File: src/rtl/pdm_multi_capture.sv
// pdm_multi_capture: shared PDM clock generator and multi-line dual-edge
// capture. Each enabled channel is packed into PACK_WIDTH-bit words that are
// buffered in a per-channel hold register and drained through one
// valid/ready stream with fixed lowest-index-first priority.
module pdm_multi_capture #(
  parameter int DATA_LINES  = 2,
  parameter int DIV_WIDTH   = 8,
  parameter int SYNC_STAGES = 3,
  parameter int PACK_WIDTH  = 8,
  localparam int CH_W       = $clog2(2 * DATA_LINES)
) (
  input  logic                    clk_i,
  input  logic                    rst_i,
  input  logic                    enable_i,
  input  logic [DIV_WIDTH-1:0]    clock_divisor_i,
  input  logic [2*DATA_LINES-1:0] channel_enable_i,
  input  logic                    clear_overrun_i,
  input  logic [DATA_LINES-1:0]   pdm_data_i,
  output logic                    pdm_clk_o,
  output logic [PACK_WIDTH-1:0]   sample_o,
  output logic [CH_W-1:0]         sample_channel_o,
  output logic                    sample_valid_o,
  input  logic                    sample_ready_i,
  output logic [2*DATA_LINES-1:0] overrun_o
);

  localparam int NCH   = 2 * DATA_LINES;
  localparam int CNT_W = $clog2(PACK_WIDTH);

  logic [DIV_WIDTH-1:0]  div_cnt_q;
  logic                  pdm_clk_q;
  logic                  div_wrap;
  logic [SYNC_STAGES:0]  rise_q;
  logic [SYNC_STAGES:0]  fall_q;
  logic [DATA_LINES-1:0] sync_q [SYNC_STAGES];

  logic [PACK_WIDTH-1:0] hold_word [NCH];
  logic [NCH-1:0]        hold_full;
  logic [NCH-1:0]        xfer_ch;
  logic [NCH-1:0]        avail;
  logic [NCH-1:0]        overrun;

  logic                  out_valid_q;
  logic [CH_W-1:0]       out_ch_q;
  logic [PACK_WIDTH-1:0] out_data_q;
  logic                  sel_valid;
  logic [CH_W-1:0]       sel_idx;

  // The counter simply rolls over when a new divisor is below its value.
  assign div_wrap = (div_cnt_q == clock_divisor_i);

  // Divider: toggle pdm_clk every clock_divisor_i+1 cycles; forced low when disabled.
  always_ff @(posedge clk_i or posedge rst_i) begin
    if (rst_i) begin
      div_cnt_q <= '0;
      pdm_clk_q <= 1'b0;
    end else if (!enable_i) begin
      div_cnt_q <= '0;
      pdm_clk_q <= 1'b0;
    end else if (div_wrap) begin
      div_cnt_q <= '0;
      pdm_clk_q <= ~pdm_clk_q;
    end else begin
      div_cnt_q <= div_cnt_q + 1'b1;
    end
  end

  // Edge strobes registered in the toggle cycle, then delayed to line up with the synchroniser.
  always_ff @(posedge clk_i or posedge rst_i) begin
    if (rst_i) begin
      rise_q <= '0;
      fall_q <= '0;
    end else if (!enable_i) begin
      rise_q <= '0;
      fall_q <= '0;
    end else begin
      rise_q <= {rise_q[SYNC_STAGES-1:0], div_wrap & ~pdm_clk_q};
      fall_q <= {fall_q[SYNC_STAGES-1:0], div_wrap & pdm_clk_q};
    end
  end

  // Multi-stage synchroniser for the asynchronous data pins.
  always_ff @(posedge clk_i or posedge rst_i) begin
    if (rst_i) begin
      for (int s = 0; s < SYNC_STAGES; s++) sync_q[s] <= '0;
    end else begin
      sync_q[0] <= pdm_data_i;
      for (int s = 1; s < SYNC_STAGES; s++) sync_q[s] <= sync_q[s-1];
    end
  end

  for (genvar gi = 0; gi < NCH; gi++) begin : g_ch
    localparam int LINE = gi / 2;

    logic                  strobe;
    logic                  done;
    logic [PACK_WIDTH-1:0] word_new;
    logic [PACK_WIDTH-1:0] shift_q;
    logic [CNT_W-1:0]      bit_cnt_q;
    logic [PACK_WIDTH-1:0] hold_q;
    logic                  full_q;
    logic                  ovr_q;

    // Even channels are the left mic (rising edge), odd channels the right mic.
    assign strobe   = (gi % 2 == 0) ? rise_q[SYNC_STAGES] : fall_q[SYNC_STAGES];
    assign word_new = {shift_q[PACK_WIDTH-2:0], sync_q[SYNC_STAGES-1][LINE]};
    assign done     = enable_i & channel_enable_i[gi] & strobe
                    & (bit_cnt_q == CNT_W'(PACK_WIDTH - 1));
    assign xfer_ch[gi]   = out_valid_q & sample_ready_i & (out_ch_q == CH_W'(gi));
    assign hold_word[gi] = hold_q;
    assign hold_full[gi] = full_q;
    assign overrun[gi]   = ovr_q;

    // Shift in one bit per strobe, MSB first; idle channels are held cleared.
    always_ff @(posedge clk_i or posedge rst_i) begin
      if (rst_i) begin
        shift_q   <= '0;
        bit_cnt_q <= '0;
      end else if (!enable_i || !channel_enable_i[gi]) begin
        shift_q   <= '0;
        bit_cnt_q <= '0;
      end else if (strobe) begin
        shift_q   <= word_new;
        bit_cnt_q <= done ? '0 : bit_cnt_q + 1'b1;
      end
    end

    // Hold register: accept a finished word when empty or being drained, else flag overrun.
    always_ff @(posedge clk_i or posedge rst_i) begin
      if (rst_i) begin
        hold_q <= '0;
        full_q <= 1'b0;
        ovr_q  <= 1'b0;
      end else begin
        if (done && (!full_q || xfer_ch[gi])) begin
          hold_q <= word_new;
          full_q <= 1'b1;
        end else if (xfer_ch[gi]) begin
          full_q <= 1'b0;
        end
        if (done && full_q && !xfer_ch[gi]) ovr_q <= 1'b1;
        else if (clear_overrun_i)           ovr_q <= 1'b0;
      end
    end
  end

  // A channel being accepted this cycle is excluded so it is not presented twice.
  assign avail = hold_full & ~xfer_ch;

  // Fixed priority: lowest-index full channel wins.
  always_comb begin
    sel_valid = 1'b0;
    sel_idx   = '0;
    for (int c = NCH - 1; c >= 0; c--) begin
      if (avail[c]) begin
        sel_valid = 1'b1;
        sel_idx   = CH_W'(c);
      end
    end
  end

  // Registered output stage: keep the presented word until it is accepted.
  always_ff @(posedge clk_i or posedge rst_i) begin
    if (rst_i) begin
      out_valid_q <= 1'b0;
      out_ch_q    <= '0;
      out_data_q  <= '0;
    end else if (!(out_valid_q && !sample_ready_i)) begin
      out_valid_q <= sel_valid;
      if (sel_valid) begin
        out_ch_q   <= sel_idx;
        out_data_q <= hold_word[sel_idx];
      end
    end
  end

  assign pdm_clk_o        = pdm_clk_q;
  assign sample_o         = out_data_q;
  assign sample_channel_o = out_ch_q;
  assign sample_valid_o   = out_valid_q;
  assign overrun_o        = overrun;

endmodule

File: config.mk
export PLATFORM = sky130hd
export DESIGN_NAME = pdm_multi_capture
export DESIGN_NICKNAME = d
export VERILOG_FILES = /design/src/rtl/pdm_multi_capture.sv
export SDC_FILE = /design/constraint.sdc
export NUM_CORES = 1
export LEC_CHECK = 0
export CAP_MARGIN = 20
export CORE_MARGIN = 2
export CORE_UTILIZATION = 63
export DETAILED_ROUTE_END_ITERATION = 8
export DONT_BUFFER_PORTS = 1
export GPL_TIMING_DRIVEN = 0
export PLACE_DENSITY = 0.87
export SLEW_MARGIN = 40
export SYNTH_ARGS = -nofsm -noshare
export SYNTH_HDL_FRONTEND = slang
export SYNTH_SLANG_ARGS = --single-unit
File: constraint.sdc
create_clock -name clk_i -period 4.1 [get_ports clk_i]
set_input_delay 0.615 -clock clk_i [delete_from_list [all_inputs] [get_ports clk_i]]
set_output_delay 0.615 -clock clk_i [all_outputs]
set_load 0.01 [all_outputs]
Word level (Yosys, flattened, before mapping)

Cells that the tools add are included.

Mux-type cells: 50
Reduce and logical (&&, ||, !) cells: 49
Equality and inequality tests: 9
Bitwise gates (word level): 24
Add/sub/neg operators: 5
$lt $le $gt $ge: 1

Operator list:

| cell                                                 | number |
|---|---|
| two-way mux 7 bit                                    | 8 |
| two-way mux 3 bit                                    | 12 |
| two-way mux 8 bit                                    | 4 |
| nonzero test 2 bit                                   | 12 |
| AND 1 bit                                            | 19 |
| two-way mux 1 bit                                    | 19 |
| binary-select mux 8 bit (select 2 bit)               | 1 |
| zero test 1 bit                                      | 14 |
| logical AND 1 bit                                    | 13 |
| adder 3 x 1 -> 3 bit (second input constant)         | 4 |
| equality test 3 bit (second input constant)          | 4 |
| adder 8 x 1 -> 8 bit (second input constant)         | 1 |
| equality test 8 bit                                  | 1 |
| logical OR 1 bit                                     | 8 |
| two-way mux 2 bit                                    | 4 |
| two-way mux 4 bit                                    | 2 |
| AND 4 bit                                            | 1 |
| equality test 2 bit (second input constant)          | 2 |
| inverter 4 bit                                       | 1 |
| >= comparator 3 bit (second input constant)          | 1 |
| inverter 2 -> 3 bit                                  | 1 |
| equality test 2 x 1 -> 1 bit (second input constant) | 1 |
| zero test 2 bit                                      | 1 |
| != test 2 x 1 -> 1 bit (second input constant)       | 1 |
| 2 further kinds                                      | 3 |

Output and inout bits: 16
Flip-flop bits (word level): 114

Longest topological paths before layout

Depth after elaboration: 12
Mapped depth: 6
Mapped depth without buffers: 5

Worst setup path before layout

OpenSTA, ideal clock, no wires.

Kind: input to register
Start point: input port enable_i
End point: register g_ch[2].hold_q[0]
Setup slack: 2,346 ps
Arrival: 1,629 ps
Required time: 3,975 ps
Path buffers: 1
Setup time: 125 ps
Stages on the path: 4
Cell sequence: clkbuf_1 > nand4_1 > a21oi_2 > mux2_2

Longest elaborated chain between the ends: 4

RTL lines:

| item                   | line | source |
|---|---|---|
| start: declaration     | 14   | `input logic enable_i,` |
| AND 1 bit (2 in a row) | 107  | `assign done = enable_i & channel_enable_i[gi] & strobe` |
| AND 1 bit              | 108  | `& (bit_cnt_q == CNT_W'(PACK_WIDTH - 1));` |
| logical AND 1 bit      | 135  | `if (done && (!full_q \|\| xfer_ch[gi])) begin` |
| end signal: assignment | 136  | `hold_q <= word_new;` |
| end: declaration       | 100  | `logic [PACK_WIDTH-1:0] hold_q;` |

No other way between the ends.
A chain may end at the register's enable or synchronous reset.

Final worst setup path

Start point: register g_ch[3].bit_cnt_q[0]
End point: register g_ch[3].hold_q[0]

Longest elaborated chain between the ends: 3

RTL lines:

| item                     | line | source |
|---|---|---|
| start: declaration       | 99   | `logic [CNT_W-1:0] bit_cnt_q;` |
| start signal: assignment | 124  | `bit_cnt_q <= done ? '0 : bit_cnt_q + 1'b1;` |
| equality test 3 bit      | 108  |  |
| AND 1 bit                | 108  |  |
| logical AND 1 bit        | 135  |  |
| end signal: assignment   | 136  |  |
| end: declaration         | 100  |  |

No other way between the ends.

==> flow_metrics.tcl <==
set metrics [dict create \
    setup-violations-final 0 \
    holdWs_ps 119.3 \
    synth_area_leaders "dfrtp_1 (56%), mux2_2 (7.1%), mux2i_1 (6.1%), nand2_1 (3.4%), nor2_1 (3.4%)" \
    crit_family "compound AO/OA/AOI/OAI gates" \
    num_vias 3418 \
    clkSinkCount 114 \
    power.leakage_nw 2.655 \
    synth_top_area_frac 0.5621 \
    pin_count 35 \
    cp_cell_sequence "ha_1 > ha_1 > nand4_1 > a21oi_4 > mux2_2" \
    synth_edf_count 0 \
    cts.clk_slew.worst_paths_ps 60 \
    clockRootBuffer "clkbuf_8" \
    drc_errors 0 \
    core_area_um2 7767 \
    area_growth_pct 14.37 \
    vias_per_cell 5.955 \
    fin_tns_setup_ps 0 \
    worst_setup_path_start_kind "register" \
    fin_util 0.7473 \
    async_flop_share 1.000 \
    num_antenna_cells 0 \
    die-area_um2 8789 \
    yosysSeqAreaShare 0.5621 \
    routedWlPerCell_um 19.14 \
    gr-total-overflow 0 \
    die_w_um 93.75 \
    hold_viol 0 \
    place_hpwl_um 6991 \
    hold_class "in -> reg" \
    cts_made_buffers 17 \
    fp.dieH_um 93.75 \
    crit_path_top_delay_cell "a21oi_4" \
    fp-row-count 32 \
    drt_wl_total_um 10980 \
    antenna_found_initial 0 \
    grt_max_degree 88 \
    finalCriticalPeriod_ps 1939 \
    fin_nets 488 \
    start_util 0.6534 \
    yosysUniqueCellTypes 43 \
    grt_pass1_vias 3552 \
    cp_max_fo 8 \
    crit_top_cell "ha_1" \
    maxCapViolations 0 \
    seqPwrFrac 0.443 \
    cts_max_path_buffers 2 \
    cp.depth 5 \
    portBuffers 0 \
    dr.pass1.iters 4 \
    cp_slowest_stage_delay_ps 390 \
    synth_cells 439 \
    crit_buf_inv 0 \
    worstSetupEndpointType "register" \
    yosys.area.top_type "dfrtp_1" \
    switchingPower_w 0.0005704 \
    drv_slew 0 \
    tightestPinTransition_ps 489.8 \
    cts_tree "done" \
    fmax_mhz 515.8 \
    rsz0062_at_grt "false" \
    ys.warnings.count 0 \
    pwr-share-clk 0.539 \
    critPathKind "reg -> reg" \
    syn_nets 467 \
    syn-mean-instance-area_um2 11.56 \
    clk_latency_ps 520 \
    placed_cell_area_um2 5238 \
    pwr-share-comb 0.019 \
    final_area_um2 5804 \
    cp.arrival_ps 2340 \
    dr.first_iter.drc_count 163 \
    critical_path_required_ps 4500 \
    antenna_left 0 \
    peakVddDrop_mv 0.2807 \
    r2r_cells 5 \
    grt_use_total 0.2717 \
    swShare 0.2218 \
    status "completed" \
    synth_ff_type "dfrtp_1" \
    intPower_w 0.002001 \
    min_period_over_period 0.4728 \
    post-place-ws_ps 1917 \
    fin_ws_ps 2161 \
    finClkSkew_ps 8.214 \
    grt_pass1_wl_um 17750 \
    layout-drive-gt1-share 0.1843 \
    powerDensity_nw_per_um2 443.1 \
    gp_congestion 0.8833 \
    synth_seq_cells 114 \
    htreeDepth 4 \
    synthesis.area_um2 5075 \
    relSlewSlack 0.6735 \
    cts_setup_buffers 0 \
    hold-path-cell-count 0 \
]
## cell type report
cell class | instances | area [um^2]
Buffer | 26 | 133.9
Inverter | 12 | 52.55
Clock buffer | 18 | 417.9
Sequential cell | 114 | 2853
Fill cell | 509 | 1963
Clock inverter | 13 | 138.9
Tap cell | 102 | 127.6
Multi-Input combinational cell | 287 | 2043
Timing Repair Buffer | 2 | 37.54
## logic make-up (layout without fill, tap and decap cells)
logic type      Yosys count  count (layout)  synth area share
buf+inv                  38              71           0.03526
fa+ha+maj                 9               9           0.02219
flops                   114             114            0.5621
xor+xnor                 14              14           0.02416
simple gates            134             134            0.1270
compound gates           67              67           0.09715
mux                      63              63            0.1322
## layer usage
metal | share of wire | track usage | up-vias
met5 | 0 | 0 | -
met4 | 0.032 | 0.1449 | 0
met3 | 0.050 | 0.06661 | 31
met2 | 0.50 | 0.4381 | 103
met1 | 0.42 | 0.3392 | 1679
li1 | - | - | 1605
## power by group through the flow
| stage | clock network (W) | registers (W) | logic (W) |
|---|---|---|---|
| floorplan | 0 | 0.00116 | 0.0000338 |
| global placement | 0 | 0.00116 | 0.0000426 |
| detailed placement | 0 | 0.00116 | 0.0000487 |
| CTS | 0.00140 | 0.00114 | 0.0000501 |
| global route | 0.00144 | 0.00114 | 0.0000569 |
| finish | 0.00139 | 0.00114 | 0.0000486 |
## Yosys cell counts, types with 9 or more instances
library cell	instances
a21oi_1	13
clkbuf_1	12
dfrtp_1	114
ha_1	9
inv_1	12
mux2_2	32
mux2i_1	31
nand2_1	46
nor2_1	46
o22ai_1	12
xor2_1	13
## sequential cells by signal, indices dropped and copies added (netlist names), 8 cells and up
signal / flops
div_cnt_q: 8
g_ch.bit_cnt_q: 12
g_ch.shift_q: 28
g_ch.hold_q: 32
sample_o: 8
## stage by stage
stage,instances,total power (W)
floorplan,439,0.001189
global placement,541,0.001200
detailed placement,542,0.001206
CTS,574,0.002585
global route,574,0.002638
finish,574,0.002572
## placed cells by master, fill, tap and decap left out, drive strengths merged, types with 2 or more instances in the layout
master,netlist,layout
nand3,8,8
a21oi,15,15
and4b,2,2
nand3b,5,5
clkinv,0,5
nand4,4,4
mux2,32,32
buf,14,15
and2,7,7
ha,9,9
a31oi,8,8
bufinv,0,2
mux2i,31,31
a22o,2,2
o21ai,2,2
xor2,13,13
and3,3,3
o221ai,8,8
nor4,2,2
inv,12,13
nor2,49,49
nor3,4,4
o22ai,12,12
nand4b,2,2
dfrtp,114,114
a211oi,8,8
clkinvlp,0,5
a221oi,8,8
clkbuf,12,30
nand2,46,46
## worst paths after layout
check	from	to	slack, ps
min in group asynchronous	rst_i	div_cnt_q[6]	550
hold / removal	pdm_data_i[1]	sync_q[5]	120
hold reg to reg	sync_q[4]	sync_q[2]	350
max in group asynchronous	rst_i	g_ch[0].hold_q[4]	2890
setup reg to reg	g_ch[3].bit_cnt_q[0]	g_ch[3].hold_q[0]	2160
setup / recovery	g_ch[3].bit_cnt_q[0]	g_ch[3].hold_q[0]	2160
## what timing repair did
item	CTS	global route
gates resized for setup	0	0
hold buffers	1	0
hold endpoints to repair	27	0
setup endpoints to repair	0	0
(Power assumes the default switching activity.)
